<file path="config.mk">
export PLATFORM = sky130hd
export DESIGN_NAME = regfile_wb_arbiter
export DESIGN_NICKNAME = d
export VERILOG_FILES = /design/src/rtl/regfile_wb_arbiter.sv
export SDC_FILE = /design/constraint.sdc
export NUM_CORES = 1
export LEC_CHECK = 0
export CAP_MARGIN = 20
export CORE_ASPECT_RATIO = 0.7
export CORE_MARGIN = 1
export CORE_UTILIZATION = 43
export DETAILED_ROUTE_END_ITERATION = 8
export HOLD_SLACK_MARGIN = 0.12
export PLACE_DENSITY = 0.85
export SETUP_SLACK_MARGIN = 0.05
export SYNTH_ARGS = -nofsm -noshare
export SYNTH_HDL_FRONTEND = slang
export SYNTH_SLANG_ARGS = --single-unit
</file>
<file path="constraint.sdc">
create_clock -name clk -period 3.59 [get_ports clk]
set_clock_uncertainty 0.15 [all_clocks]
set_input_delay 0.718 -clock clk [delete_from_list [all_inputs] [get_ports clk]]
set_output_delay 0.718 -clock clk [all_outputs]
set_load 0.01 [all_outputs]
</file>
<file path="src/rtl/regfile_wb_arbiter.sv">
// regfile_wb_arbiter
// Two-requester writeback arbiter for the 16x16 register file write port.
// req0 (ALU) and req1 (load/memory) use valid/ready handshakes. The winner
// is registered so the regfile sees at most one write per clock. A pending-
// write scoreboard lets decode check sources for RAW/WAW hazards.
//
// Build option: define WB_FIXED_PRIO_EN for fixed priority (req0 always wins
// contention). The default build uses round-robin between the two requesters.

module regfile_wb_arbiter #(
   parameter  int DATA_W = 16,
   parameter  int ADDR_W = 4,
   localparam int NREGS  = 2**ADDR_W
) (
   input  logic              clk,
   input  logic              reset,

   input  logic              req0_valid,
   input  logic [ADDR_W-1:0] req0_addr,
   input  logic [DATA_W-1:0] req0_data,
   output logic              req0_ready,

   input  logic              req1_valid,
   input  logic [ADDR_W-1:0] req1_addr,
   input  logic [DATA_W-1:0] req1_data,
   output logic              req1_ready,

   output logic              rf_wr_en,
   output logic [ADDR_W-1:0] rf_wr_addr,
   output logic [DATA_W-1:0] rf_wr_data,

   input  logic              issue_en,
   input  logic [ADDR_W-1:0] issue_addr,
   input  logic [ADDR_W-1:0] chk_addr_0,
   input  logic [ADDR_W-1:0] chk_addr_1,
   output logic              chk_busy_0,
   output logic              chk_busy_1,
   output logic [NREGS-1:0]  busy
);

   logic              grant0;
   logic              grant1;
   logic              xfer0;
   logic              xfer1;

   logic              wr_en_q,   wr_en_d;
   logic [ADDR_W-1:0] wr_addr_q, wr_addr_d;
   logic [DATA_W-1:0] wr_data_q, wr_data_d;

   logic [NREGS-1:0]  busy_q,    busy_d;
   logic [NREGS-1:0]  set_mask;
   logic [NREGS-1:0]  clr_mask;

`ifdef WB_FIXED_PRIO_EN

   // Fixed priority: req0 always wins, req1 only when req0 is idle.
   always_comb begin
      grant0 = req0_valid;
      grant1 = req1_valid & ~req0_valid;
   end

`else

   // last_grant_q = 1 means req1 won the most recent transfer; reset value 1
   // makes req0 the winner of the first contention.
   logic last_grant_q, last_grant_d;

   // Round-robin grant: under contention the requester not granted last wins.
   always_comb begin
      grant0 = req0_valid;
      grant1 = req1_valid;
      if (req0_valid && req1_valid) begin
         grant0 = last_grant_q;
         grant1 = ~last_grant_q;
      end
   end

   // Remember the winner only when a transfer actually completes.
   always_comb begin
      last_grant_d = last_grant_q;
      if (xfer0) begin
         last_grant_d = 1'b0;
      end else if (xfer1) begin
         last_grant_d = 1'b1;
      end
   end

   // Round-robin pointer register.
   always_ff @(posedge clk) begin
      if (reset) begin
         last_grant_q <= 1'b1;
      end else begin
         last_grant_q <= last_grant_d;
      end
   end

`endif

   assign req0_ready = grant0;
   assign req1_ready = grant1;
   assign xfer0      = req0_valid & grant0;
   assign xfer1      = req1_valid & grant1;

   // Capture the winning write; address/data hold while no transfer occurs.
   always_comb begin
      wr_en_d   = xfer0 | xfer1;
      wr_addr_d = wr_addr_q;
      wr_data_d = wr_data_q;
      if (xfer0) begin
         wr_addr_d = req0_addr;
         wr_data_d = req0_data;
      end else if (xfer1) begin
         wr_addr_d = req1_addr;
         wr_data_d = req1_data;
      end
   end

   // Write-port register; a handshake seen during reset is discarded.
   always_ff @(posedge clk) begin
      if (reset) begin
         wr_en_q   <= 1'b0;
         wr_addr_q <= '0;
         wr_data_q <= '0;
      end else begin
         wr_en_q   <= wr_en_d;
         wr_addr_q <= wr_addr_d;
         wr_data_q <= wr_data_d;
      end
   end

   // Scoreboard next state: clear on commit, set on issue, set overrides clear
   // because the newly issued producer is still outstanding.
   always_comb begin
      set_mask = '0;
      clr_mask = '0;
      if (issue_en) begin
         set_mask = NREGS'(1) << issue_addr;
      end
      if (wr_en_q) begin
         clr_mask = NREGS'(1) << wr_addr_q;
      end
      busy_d = (busy_q & ~clr_mask) | set_mask;
   end

   // Scoreboard register.
   always_ff @(posedge clk) begin
      if (reset) begin
         busy_q <= '0;
      end else begin
         busy_q <= busy_d;
      end
   end

   // Hazard lookups read the registered vector only, so a register reads
   // non-busy exactly when its committed value is visible in the regfile.
   assign chk_busy_0 = busy_q[chk_addr_0];
   assign chk_busy_1 = busy_q[chk_addr_1];

   assign rf_wr_en   = wr_en_q;
   assign rf_wr_addr = wr_addr_q;
   assign rf_wr_data = wr_data_q;
   assign busy       = busy_q;

endmodule

</file>
# After elaboration in Yosys (flattened, before gate mapping)
# Index checks and enable logic that the tools add are counted.
dict set report op_classes {
  n_lt_le_gt_ge 2
  n_shift 2
  n_mux 14
  bitwise_logic 7
  n_reduce_logical 2
}
# operator count
set op_table {}
lappend op_table {{$mux 16} 4}
lappend op_table {{$shl 1x4->16 const A} 2}
lappend op_table {{$and 16x16->16} 1}
lappend op_table {{$not 16->16} 1}
lappend op_table {{$or 16x16->16} 1}
lappend op_table {{$lt 4x5->1 const B} 2}
lappend op_table {{$bmux 1 s4} 2}
lappend op_table {{$mux 4} 2}
lappend op_table {{$mux 1} 6}
lappend op_table {{$and 1x1->1} 2}
lappend op_table {{$reduce_bool 2->1} 1}
lappend op_table {{$logic_and 1x1->1} 1}
lappend op_table {{$not 1->1} 1}
lappend op_table {{$or 1x1->1} 1}
dict set report totals {
  register_bits 38
  output_inout_bits 41
  elab_cells 32
}

# Logic depth before layout (Yosys ltp)
dict set report logic_depth {
  ltp_word 5
  depth_mapped 5
  ltp_nobuf 3
}

# Worst setup path after synthesis
# OpenSTA, ideal clock, no wires.
dict set report synth_timing {
  path_type {input to output}
  start {in chk_addr_0[0]}
  end {out chk_busy_0}
  t_arrival_ns 1.483
  path_slack_ns 1.239
  cell_stages 3
  cell_sequence {mux4_1 > mux2i_1 > mux2i_1}
}
dict set report synth_between {
  elab_chain_cells 2
}
# element line_no
set synth_rtl {}
lappend synth_rtl {{start: declaration} 34} ;# input logic [ADDR_W-1:0] chk_addr_0,
lappend synth_rtl {{$bmux 1 s4} 156} ;# assign chk_busy_0 = busy_q[chk_addr_0];
lappend synth_rtl {{$mux 1 (implied by the code)} 156}
lappend synth_rtl {{end: declaration} 36} ;# output logic chk_busy_0,
# Every way passes these cells. The select of a mux whose other input is x is not followed.

# Worst setup path after layout
dict set report layout_timing {
  start {in chk_addr_1[0]}
  end {out chk_busy_1}
}
dict set report layout_between {
  elab_chain_cells 2
}
# element line_no
set layout_rtl {}
lappend layout_rtl {{start: declaration} 35} ;# input logic [ADDR_W-1:0] chk_addr_1,
lappend layout_rtl {{$bmux 1 s4} 157} ;# assign chk_busy_1 = busy_q[chk_addr_1];
lappend layout_rtl {{$mux 1 (implied by the code)} 157}
lappend layout_rtl {{end: declaration} 37} ;# output logic chk_busy_1,
# Every way passes these cells. The select of a mux whose other input is x is not followed.

==> impl_metrics.csv <==
group,metric,value,unit
power,comb_power_share,22.9,%
clock_tree,clock_tree.buffer_depth,2,
routing,drcViolationCount,0,
critical_path,worstSetupStartpointType,"input port",
yosys,synthesis.instances,205,
sta,max_freq,0.290,GHz
critical_path,worst_ep_arrival_time,2.59,ns
floorplan,die_x,82.5,um
yosys,yosysSeqAreaShare,39.0,%
yosys,yosys.cell_count.top_type,"sky130_fd_sc_hd__dfxtp_1",
routing,route.antenna.remaining_nets,0,
floorplan,total_die_area,0.00481,mm^2
grt,grt_max_degree,28,
routing,wl_met1,2.50,mm
power,power_switching,0.267,mW
clock_tree,number_of_hold_repair_buffers_added_at_the_cts_stage,0,
yosys,ys_seq_elements,38,
layout,fillCellCount,359,
sta,tightest_slew,0.992,ns
clock_tree,tritoncts,"built",
yosys,fraction_of_registers_with_async_set_or_reset_after_synthesis,0,%
sta,rsz0062_at_grt,"no",
sta,final_period_util,96.2,%
grt,global_route_wire_length_before_repair,9.14,mm
yosys,synth_top_area_cell,"sky130_fd_sc_hd__dfxtp_1",
yosys,synth_top_cells_by_count,"38 x sky130_fd_sc_hd__dfxtp_1, 18 x sky130_fd_sc_hd__nand2_1, 17 x sky130_fd_sc_hd__a21oi_1",
power,switching_share,26.5,%
floorplan,initial_core_util,44.7,%
yosys,syn-cell-area,0.00195,mm^2
grt,globalRouteTotalUtil,25.5,%
yosys,synth.net_count,262,
floorplan,i_o_pin_count,98,
routing,detail_route.first_pass.iterations,4,
power,power-per-cell-area,332,mW/mm^2
clock_tree,cts_max_level,2,
sta,layout_min_cycle_time,3.45,ns
grt,first_global_vias,1893,
layout,n_diodes,0,
routing,post_drt_wl_per_cell,16.2,um
place,gp_congestion,0.892,
layout,nets,356,
place,placed_cells,347,
clock_tree,worst_skew_pair_latency,0.29,ns
grt,grt_antenna_before_repair,0,
power,irDropWorstVdd,0.000209,V
yosys,synth_top_area_share,39.0,%
yosys,synth_edf_count,0,
layout,drive_gt1_share,4.67,%
floorplan,floorplan_core_area,0.00435,mm^2
clock_tree,worst_setup_hold_path_clk_slew,0.07,ns
place,post-place-ws,0.125,ns
sta,worst_slack,0.136,ns
yosys,syn_area_per_cell,9.50,um^2
min_path,hold_class,"register to register",
layout,final-instance-count-excl-fill,355,
yosys,synth.yosys.warnings,0,
routing,wl_met3,584,um
layout,area.growth.synth_to_final,55.7,%
place,numPortBuffers,97,
floorplan,floorplan.rows,20,
clock_tree,cts-resized-gates,0,
power,cellLeakagePower,1.12,nW
clock_tree,cts_sinks,38,
routing,route.met2.wl,2.60,mm
yosys,netlist_top_cells_area,"sky130_fd_sc_hd__dfxtp_1 39%, sky130_fd_sc_hd__mux4_1 11%, sky130_fd_sc_hd__o221a_1 8.7%",
power,flop_pwr_share,47.0,%
clock_tree,clock-root-buffer,"sky130_fd_sc_hd__clkbuf_8",
sta,totalNegativeSetupSlack,0,ns
sta,timing.final.max_slew_violations,0,
yosys,count_of_cell_types_in_the_netlist,29,
routing,dr.first_iter.drc_count,220,
run_status,outcome,"finished, final reports clean",
clock_tree,buffers_inserted_by_post_cts_timing_repair,0,
place,dp_hpwl,4.29,mm
sta,final.hold.worst_slack,0.343,ns
flow_run,maxCapViolCount,0,
clock_tree,tritoncts.num_buffers,5,
critical_path,crit_required,2.72,ns
layout,final_core_utilization,69.7,%
critical_path,setup.worst_path.class,"input port to output port",
power,cell_internal_pwr,0.740,mW
critical_path,crit_path_max_fanout,4,
routing,route.final.wire_length,5.76,mm
sta,worst_slew_slack_as_a_fraction_of_its_limit,33.7,%
power,clkPwrFrac,30.0,%
yosys,postSynth.topFlopCell,"sky130_fd_sc_hd__dfxtp_1",
grt,global_route.overflow_total,0,
routing,routed_via_density,5.73,
sta,finalHoldViolCount,0,
critical_path,reg2reg_setup_slack,2.07,ns
critical_path,endpoint_kind,"output port",
routing,top_signal_layer_used,"met4",
sta,report.final.setup_viol,0,
routing,detailroute.via_count,2034,
floorplan,chipHeight,58.3,um
critical path, stage by stage:
cell	delay, ns
sky130_fd_sc_hd__clkdlybuf4s50_1	0.57
sky130_fd_sc_hd__mux4_1	0.59
sky130_fd_sc_hd__mux2i_1	0.14
sky130_fd_sc_hd__mux2i_1	0.08
sky130_fd_sc_hd__clkdlybuf4s50_1	0.47
sequential cells by signal, summed over array words and instances (netlist names):
signal        flops
busy             16
rf_wr_data       16
rf_wr_addr        4
last_grant_q      1
rf_wr_en          1
cell families after synthesis:
logic type / count (synthesis) / synth area share (%)
and+or+nand+nor: 71 / 17.3
AOI/OAI and AO/OA: 61 / 23.8
DFF: 38 / 39.0
buffers and inverters: 19 / 4.88
muxes: 16 / 14.9
power by group through the flow:
stage / Clock [mW] / Combinational (mW) / Sequential (mW)
after floorplan: 0 / 0.0906 / 0.483
after global placement: 0 / 0.227 / 0.482
after detailed placement: 0 / 0.230 / 0.482
after CTS: 0.307 / 0.231 / 0.473
after global routing: 0.329 / 0.249 / 0.477
final: 0.303 / 0.231 / 0.474
cells in the final DEF (no fill, tap or decap), types with 2 or more instances in the layout:
cell	Yosys	routed
sky130_fd_sc_hd__o22ai_1	2	2
sky130_fd_sc_hd__o41ai_1	2	2
sky130_fd_sc_hd__and3b_1	2	2
sky130_fd_sc_hd__o31ai_1	6	6
sky130_fd_sc_hd__mux2i_1	8	8
sky130_fd_sc_hd__nor2b_1	2	2
sky130_fd_sc_hd__inv_1	4	4
sky130_fd_sc_hd__nor3_1	15	15
sky130_fd_sc_hd__o21ai_0	9	9
sky130_fd_sc_hd__a211oi_1	5	5
sky130_fd_sc_hd__nand2_1	18	18
sky130_fd_sc_hd__clkbuf_8	0	6
sky130_fd_sc_hd__nand3b_1	2	2
sky130_fd_sc_hd__nand3_1	9	9
sky130_fd_sc_hd__nor2_1	16	16
sky130_fd_sc_hd__a21oi_1	17	17
sky130_fd_sc_hd__nand2b_1	5	5
sky130_fd_sc_hd__mux4_1	8	8
sky130_fd_sc_hd__a311oi_1	3	3
sky130_fd_sc_hd__dfxtp_1	38	38
sky130_fd_sc_hd__o221a_1	15	15
sky130_fd_sc_hd__clkdlybuf4s50_1	0	97
sky130_fd_sc_hd__buf_4	3	4
layout make-up:
class | count | area (um^2) | area share (%)
multi-input combinational | 148 | 1090 | 36.0
timing repair buffer | 101 | 1000 | 33.0
sequential | 38 | 761 | 25.1
clock buffer | 7 | 86.3 | 2.85
tap | 55 | 68.8 | 2.27
inverter | 5 | 18.8 | 0.619
clock inverter | 1 | 5.00 | 0.165
per-layer routing:
layer,track usage [%],vias to the layer above
met5,0,-
met3,9.46,10
met1,34.3,942
li1,-,974
met2,38.8,108
met4,6.27,0
per-stage QoR:
step	total power, mW	area (um^2)
after floorplan	0.573	1950
after global placement	0.709	2940
after detailed placement	0.712	2940
after CTS	1.01	3030
after global routing	1.05	3030
final	1.01	3030
final timing paths:
check,startpoint,endpoint,cells past startpoint
max,chk_addr_1[0],chk_busy_1,5
min,rf_wr_data[15],rf_wr_data[15],2
max reg2reg,last_grant_q,rf_wr_data[8],4
min reg2reg,rf_wr_data[15],rf_wr_data[15],2
Power figures use the tool's default switching activity.
